==> config.mk <==
export PLATFORM = sky130hd
export DESIGN_NAME = atm_keypad_encoder
export DESIGN_NICKNAME = d
export VERILOG_FILES = /design/src/rtl/atm_keypad_encoder_pkg.sv /design/src/rtl/atm_strobe_gen.sv /design/src/rtl/atm_keypad_encoder.sv
export SDC_FILE = /design/constraint.sdc
export NUM_CORES = 1
export LEC_CHECK = 0
export CORE_MARGIN = 2
export CORE_UTILIZATION = 58
export DETAILED_ROUTE_END_ITERATION = 10
export PLACE_DENSITY_LB_ADDON = 0.1
export SYNTH_ARGS = -nofsm -noshare
export SYNTH_HDL_FRONTEND = slang
export SYNTH_HIERARCHICAL = 1
export SYNTH_SLANG_ARGS = --single-unit
export TNS_END_PERCENT = 50
==> constraint.sdc <==
create_clock -name CLK -period 5 [get_ports CLK]
set_input_delay 0.5 -clock CLK [delete_from_list [all_inputs] [get_ports CLK]]
set_output_delay 0.5 -clock CLK [all_outputs]
set_load 0.03 [all_outputs]
==> src/rtl/atm_keypad_encoder_pkg.sv <==
// Shared definitions for the ATM keypad front-end: key codes, session states and
// transaction-type encodings that are also used by the ATM controller.
package atm_keypad_encoder_pkg;

    localparam logic [3:0] KEY_ENTER  = 4'hA;
    localparam logic [3:0] KEY_CLEAR  = 4'hB;
    localparam logic [3:0] KEY_CANCEL = 4'hC;
    localparam logic [3:0] KEY_DEP    = 4'hD;
    localparam logic [3:0] KEY_RET    = 4'hE;

    localparam logic TIPO_DEPOSITO = 1'b0;
    localparam logic TIPO_RETIRO   = 1'b1;

    // Shared between PIN digits and amount digits; amount use saturates.
    localparam int CNT_W = 4;

    typedef enum logic [2:0] {
        ST_IDLE        = 3'd0,
        ST_PIN         = 3'd1,
        ST_PIN_WAIT    = 3'd2,
        ST_SEL_TRANS   = 3'd3,
        ST_MONTO_ENTRY = 3'd4,
        ST_MONTO_SEND  = 3'd5
    } state_e;

    function automatic logic is_digit(input logic [3:0] k);
        return k <= 4'd9;
    endfunction

endpackage

==> src/rtl/atm_strobe_gen.sv <==
// Loadable down-counter producing a STB_CYCLES-wide strobe; clr aborts a pulse
// in progress and takes priority over load.
module atm_strobe_gen #(
    parameter int STB_CYCLES = 1
) (
    input  logic clk,
    input  logic rst,
    input  logic load,
    input  logic clr,
    output logic stb,
    output logic busy
);

    localparam logic [2:0] LOAD_VAL = 3'(STB_CYCLES);

    logic [2:0] cnt_q;
    logic [2:0] cnt_d;

    always_comb begin
        cnt_d = cnt_q;
        if (clr) begin
            cnt_d = 3'd0;
        end else if (load) begin
            cnt_d = LOAD_VAL;
        end else if (cnt_q != 3'd0) begin
            cnt_d = cnt_q - 3'd1;
        end
    end

    always_ff @(posedge clk or posedge rst) begin
        if (rst) begin
            cnt_q <= 3'd0;
        end else begin
            cnt_q <= cnt_d;
        end
    end

    assign stb  = (cnt_q != 3'd0);
    assign busy = stb;

endmodule

==> src/rtl/atm_keypad_encoder.sv <==
// ATM keypad front-end: turns key events into strobed PIN digits, a transaction
// type and a binary amount, sequencing the session on the controller's PIN verdict.
module atm_keypad_encoder
    import atm_keypad_encoder_pkg::*;
#(
    parameter int STB_CYCLES = 1,
    parameter int PIN_LEN    = 4
) (
    input  logic        CLK,
    input  logic        RESET,
    input  logic        TARJETA_RECIBIDA,
    input  logic        KEY_VALID,
    input  logic [3:0]  KEY_CODE,
    input  logic        PIN_ACEPTADO,
    input  logic        PIN_INCORRECTO,
    output logic [3:0]  DIGITO,
    output logic        DIGITO_STB,
    output logic        TIPO_TRANS,
    output logic [31:0] MONTO,
    output logic        MONTO_STB,
    output logic        KEY_READY,
    output logic        ERROR,
    output state_e      dbg_state
);

    localparam logic [CNT_W-1:0] PIN_LEN_C = CNT_W'(PIN_LEN);
    localparam logic [CNT_W-1:0] CNT_MAX   = '1;

    // Handshake: a key is taken on a rising CLK edge when KEY_VALID && KEY_READY;
    // otherwise it is dropped. CANCEL is the one exception and aborts any
    // non-IDLE session even while a strobe is running.

    state_e             state_q, state_d;
    logic [CNT_W-1:0]   count_q, count_d;
    logic [3:0]         digito_q, digito_d;
    logic               tipo_q, tipo_d;
    logic [31:0]        monto_q, monto_d;
    logic               error_q, error_d;
    logic               dig_load, dig_clr, dig_busy, dig_stb;
    logic               mon_load, mon_clr, mon_busy, mon_stb;
    logic               key_ready;
    logic               key_acc;
    logic               cancel;
    logic [35:0]        prod;

    atm_strobe_gen #(.STB_CYCLES(STB_CYCLES)) u_dig_stb (
        .clk  (CLK),
        .rst  (RESET),
        .load (dig_load),
        .clr  (dig_clr),
        .stb  (dig_stb),
        .busy (dig_busy)
    );

    atm_strobe_gen #(.STB_CYCLES(STB_CYCLES)) u_mon_stb (
        .clk  (CLK),
        .rst  (RESET),
        .load (mon_load),
        .clr  (mon_clr),
        .stb  (mon_stb),
        .busy (mon_busy)
    );

    always_ff @(posedge CLK or posedge RESET) begin
        if (RESET) begin
            state_q  <= ST_IDLE;
            count_q  <= '0;
            digito_q <= 4'd0;
            tipo_q   <= TIPO_DEPOSITO;
            monto_q  <= 32'd0;
            error_q  <= 1'b0;
        end else begin
            state_q  <= state_d;
            count_q  <= count_d;
            digito_q <= digito_d;
            tipo_q   <= tipo_d;
            monto_q  <= monto_d;
            error_q  <= error_d;
        end
    end

    always_comb begin
        state_d  = state_q;
        count_d  = count_q;
        digito_d = digito_q;
        tipo_d   = tipo_q;
        monto_d  = monto_q;
        error_d  = 1'b0;
        dig_load = 1'b0;
        dig_clr  = 1'b0;
        mon_load = 1'b0;
        mon_clr  = 1'b0;
        key_acc  = KEY_VALID && key_ready;
        cancel   = KEY_VALID && (KEY_CODE == KEY_CANCEL) && (state_q != ST_IDLE);
        prod     = {4'd0, monto_q} * 36'd10 + {32'd0, KEY_CODE};

        case (state_q)
            ST_IDLE: begin
                if (TARJETA_RECIBIDA) begin
                    state_d = ST_PIN;
                    count_d = '0;
                end
            end
            ST_PIN: begin
                if (key_acc && is_digit(KEY_CODE)) begin
                    digito_d = KEY_CODE;
                    count_d  = count_q + 1'b1;
                    dig_load = 1'b1;
                end else if (count_q == PIN_LEN_C && !dig_busy) begin
                    state_d = ST_PIN_WAIT;
                end
            end
            ST_PIN_WAIT: begin
                if (PIN_INCORRECTO) begin
                    state_d = ST_PIN;
                    count_d = '0;
                end else if (PIN_ACEPTADO) begin
                    state_d = ST_SEL_TRANS;
                end
            end
            ST_SEL_TRANS: begin
                if (key_acc && (KEY_CODE == KEY_DEP || KEY_CODE == KEY_RET)) begin
                    tipo_d  = (KEY_CODE == KEY_RET) ? TIPO_RETIRO : TIPO_DEPOSITO;
                    state_d = ST_MONTO_ENTRY;
                    monto_d = 32'd0;
                    count_d = '0;
                end
            end
            ST_MONTO_ENTRY: begin
                if (key_acc) begin
                    if (is_digit(KEY_CODE)) begin
                        // Overflow shows up in the top nibble of the widened product.
                        if (prod[35:32] != 4'd0) begin
                            error_d = 1'b1;
                        end else begin
                            monto_d = prod[31:0];
                            count_d = (count_q == CNT_MAX) ? count_q : count_q + 1'b1;
                        end
                    end else if (KEY_CODE == KEY_CLEAR) begin
                        monto_d = 32'd0;
                        count_d = '0;
                    end else if (KEY_CODE == KEY_ENTER) begin
                        if (count_q != '0) begin
                            state_d  = ST_MONTO_SEND;
                            mon_load = 1'b1;
                        end else begin
                            error_d = 1'b1;
                        end
                    end
                end
            end
            ST_MONTO_SEND: begin
                if (!mon_busy) begin
                    state_d = ST_IDLE;
                    count_d = '0;
                end
            end
            default: state_d = ST_IDLE;
        endcase

        if (cancel) begin
            state_d  = ST_IDLE;
            monto_d  = 32'd0;
            count_d  = '0;
            error_d  = 1'b0;
            dig_load = 1'b0;
            mon_load = 1'b0;
            dig_clr  = 1'b1;
            mon_clr  = 1'b1;
        end
    end

    always_comb begin
        key_ready = ((state_q == ST_PIN && count_q < PIN_LEN_C) ||
                     state_q == ST_SEL_TRANS || state_q == ST_MONTO_ENTRY) &&
                    !dig_busy && !mon_busy;
        KEY_READY  = key_ready;
        DIGITO     = digito_q;
        DIGITO_STB = dig_stb;
        TIPO_TRANS = tipo_q;
        MONTO      = monto_q;
        MONTO_STB  = mon_stb;
        ERROR      = error_q;
        dbg_state  = state_q;
    end

endmodule
==> metrics <==
Seq pwr share 0.224; fin area around 7000 um^2; routed via count 5652; initial drt markers 474; Area after DPL 6730 um^2; clk root buf clkbuf_8; initial antenna violation count 0; clock skew between 0.015 and 0.02 ns; largest net degree at the start of global routing 46; first-pass GRT wire length 26.9 mm; gr usage total 0.287; Synth Area in Simple Gates 0.215; most common cell after layout, fill and taps aside ha_1; Yosys warning total 6; Area growth, synth to finish 11.0%; clk buf depth 2; routed wire length 15.9 mm; Top Ports 54; I/O Buffers 53; layout cells sized above 1 0.128; Slew HR 0.349; Post-Syn Instances between 700 and 800; FP Rows 37; most frequent cells in the layout ha_1, nand2_1, inv_1, clkdlybuf4s50_1, dfrtp_1; post-DP HPWL 12.5 mm; hold crit path type input pin to asynchronous set/reset pin; diode count 0; die area 11500 um^2; worst slew pin tran 0.975 ns; Max-Cap Viols 0; #FFs+latches synth just over 50; vias in the first global route approximately 5500; CP required 5.19 ns; period utilization 0.939; Sw Ratio 0.493; Primary FF master, synth dfrtp_1; Clock Latency Late Sink 0.32 ns; pre-CTS setup slack 0.274 ns; drc violations 0; fmax 213 MHz; adder-cell share of the synthesized area 0.146; Hold WS approximately 0.43 ns; Final Critical Period between 4 and 5 ns; total CTS buffers 5; switching power of the nets ~1.5 mW; clock tree sinks 51; Syn Area/Cell 8.57 um^2; Die Span Y ~110 um; VDD IR max around 330 uV; mapped cell area 6180 um^2; detailed-route vias per instance 6.33; Post-Syn Nets approximately 800; Core ar. ~10000 um^2; total gr overflow 0; number of distinct library cells after synthesis 92; RSZ-0062 raised after global routing no; Crit. End Element register; Synth Area in XOR/XNOR 0.0624; power per cell area about 440 nW/um^2; proportion of synthesized area in mux cells 0.0304; post-synthesis sequential area ratio 0.207; Setup WS post-layout 0.307 ns; setup_tns 0 ns; Cell Int Power 1.52 mW; clock share of power 0.099; Post-synth ARST share 1.00; Synth Area in Compound Gates 0.273; Die X 107 um; Crit Path Max Fanout 14; Setup-failing EPs final 0; drt wl/cell 17.8 um; Static Leak 2.85 nW; largest family of logic cells by synthesized area compound AO/OA/AOI/OAI gates; Slew Viols, Final 0; clock tree from TritonCTS done; Nets 838; combinational power share 0.677; Critical Path AT 4.88 ns; Critical Path Source Type register; cts hold-fix bufs 0; ANT nets after route 0; routability cong. roughly 0.96; DRT Pass-1 Iters 5; kind of critical path register to register; Post-synth EDFFs 0; Initial Util 0.598; status completed; final hold violations 0; clock slew at reported path FFs 0.10 ns; H-tree levels 2
## power by group through the flow
stage	Clock [mW]	Combinational [mW]	Sequential, mW
2_1_floorplan	0	1.46	0.780
3_3_place_gp	0	1.97	0.675
3_5_place_dp	0	1.99	0.682
4_1_cts	0.306	2.01	0.674
5_1_grt	0.320	2.22	0.693
6_report	0.299	2.03	0.674
## layout make-up
| type | instances | area (um^2) |
|---|---|---|
| multi-input cells | 581 | 4500 |
| fillers | 871 | 3470 |
| flip-flops and latches | 51 | 1280 |
| repair buffers | 62 | 598 |
| inverters | 56 | 210 |
| well taps | 136 | 170 |
| clock buffers | 5 | 68.8 |
| clock inverters | 2 | 37.5 |
## cell families (layout without fill, tap and decap cells)
kind of cell,count (synthesis),after routing
xor gates and xnor gates,44,44
muxes,17,17
adders and majority gates,71,71
and+or+nand+nor,243,243
DFF,51,51
buffers and inverters,89,125
AOI/OAI and AO/OA,206,206
## critical path: stages, from the launching register on
cell       delay (ns)
dfrtp_1          0.45
ha_1             0.32
ha_1             0.25
fa_1             0.45
a211oi_4         0.37
o21ai_2          0.22
a21oi_2          0.30
o211ai_1         0.24
nor3b_2          0.20
buf_4            0.15
buf_4            0.11
nand4_1          0.18
or4_1            0.58
and2_1           0.24
a2bb2oi_4        0.13
buf_4            0.27
o22ai_2          0.11
## worst paths after layout
| path | from | to | slack (ns) | cells after the start |
|---|---|---|---|---|
| worst max-delay path | MONTO[1] | MONTO[20] | 0.31 | 16 |
| worst min-delay path | RESET | u_mon_stb/cnt_q[2] | 0.43 | 2 |
| min in group CLK | DIGITO[2] | DIGITO[2] | 0.52 | 1 |
| worst min register to register | DIGITO[2] | DIGITO[2] | 0.52 | 1 |
| worst max register to register | MONTO[1] | MONTO[20] | 0.31 | 16 |
| max in group asynchronous | RESET | MONTO[20] | 3.61 | 2 |
## sequential cells by signal (all words and copies together) (netlist names)
register	cells
TIPO_TRANS	1
ERROR	1
MONTO	32
u_mon_stb/cnt_q	3
dbg_state	3
count_q	4
u_dig_stb/cnt_q	3
DIGITO	4
## Yosys cell counts, types with 4 or more instances
library cell | count | area share
a21o_1 | 7 | 0.0085
a21oi_1 | 42 | 0.034
a311o_1 | 4 | 0.0065
a31oi_1 | 7 | 0.0071
and2_1 | 6 | 0.0061
and3_1 | 6 | 0.0061
buf_2 | 13 | 0.011
clkbuf_1 | 9 | 0.0055
dfrtp_1 | 51 | 0.21
ha_1 | 69 | 0.14
inv_1 | 54 | 0.033
mux2_2 | 13 | 0.024
nand2_1 | 67 | 0.041
nand2b_1 | 4 | 0.0041
nand3_1 | 18 | 0.015
nand4_1 | 18 | 0.018
nor2_1 | 48 | 0.029
nor2b_1 | 6 | 0.0061
nor2b_4 | 4 | 0.0089
nor3_1 | 23 | 0.019
nor4_1 | 10 | 0.010
o211a_1 | 4 | 0.0065
o211ai_1 | 12 | 0.015
o21a_1 | 6 | 0.0073
o21ai_0 | 26 | 0.021
o21ai_1 | 8 | 0.0065
o22ai_1 | 9 | 0.0091
o22ai_2 | 19 | 0.038
or3_1 | 6 | 0.0061
or4b_2 | 4 | 0.0065
xnor2_1 | 26 | 0.037
xor2_1 | 18 | 0.026
## through the flow
stage / instances / power [mW] / util
after floorplan: 721 / 2.24 / -
after global placement: 884 / 2.64 / 0.652
after detailed placement: 884 / 2.68 / 0.652
after CTS: 891 / 2.99 / 0.662
after global routing: 893 / 3.23 / 0.664
final: 893 / 3.01 / 0.664
## per-layer routing
metal / part of all wire / up-vias / global-route usage
met1: 0.47 / 2691 / 0.414
li1: - / 2753 / -
met5: 0 / - / 0
met3: 0.062 / 30 / 0.0407
met4: 0.019 / 0 / 0.0612
met2: 0.45 / 178 / 0.458
## timing repair
| item | in CTS | in global routing |
|---|---|---|
| gates resized for setup | 0 | 1 |
| setup endpoints to repair | 0 | 29 |
| buffers inserted | 0 | 2 |
| hold endpoints to repair | 0 | 0 |
Note: power is estimated with default switching activity, not from simulation.
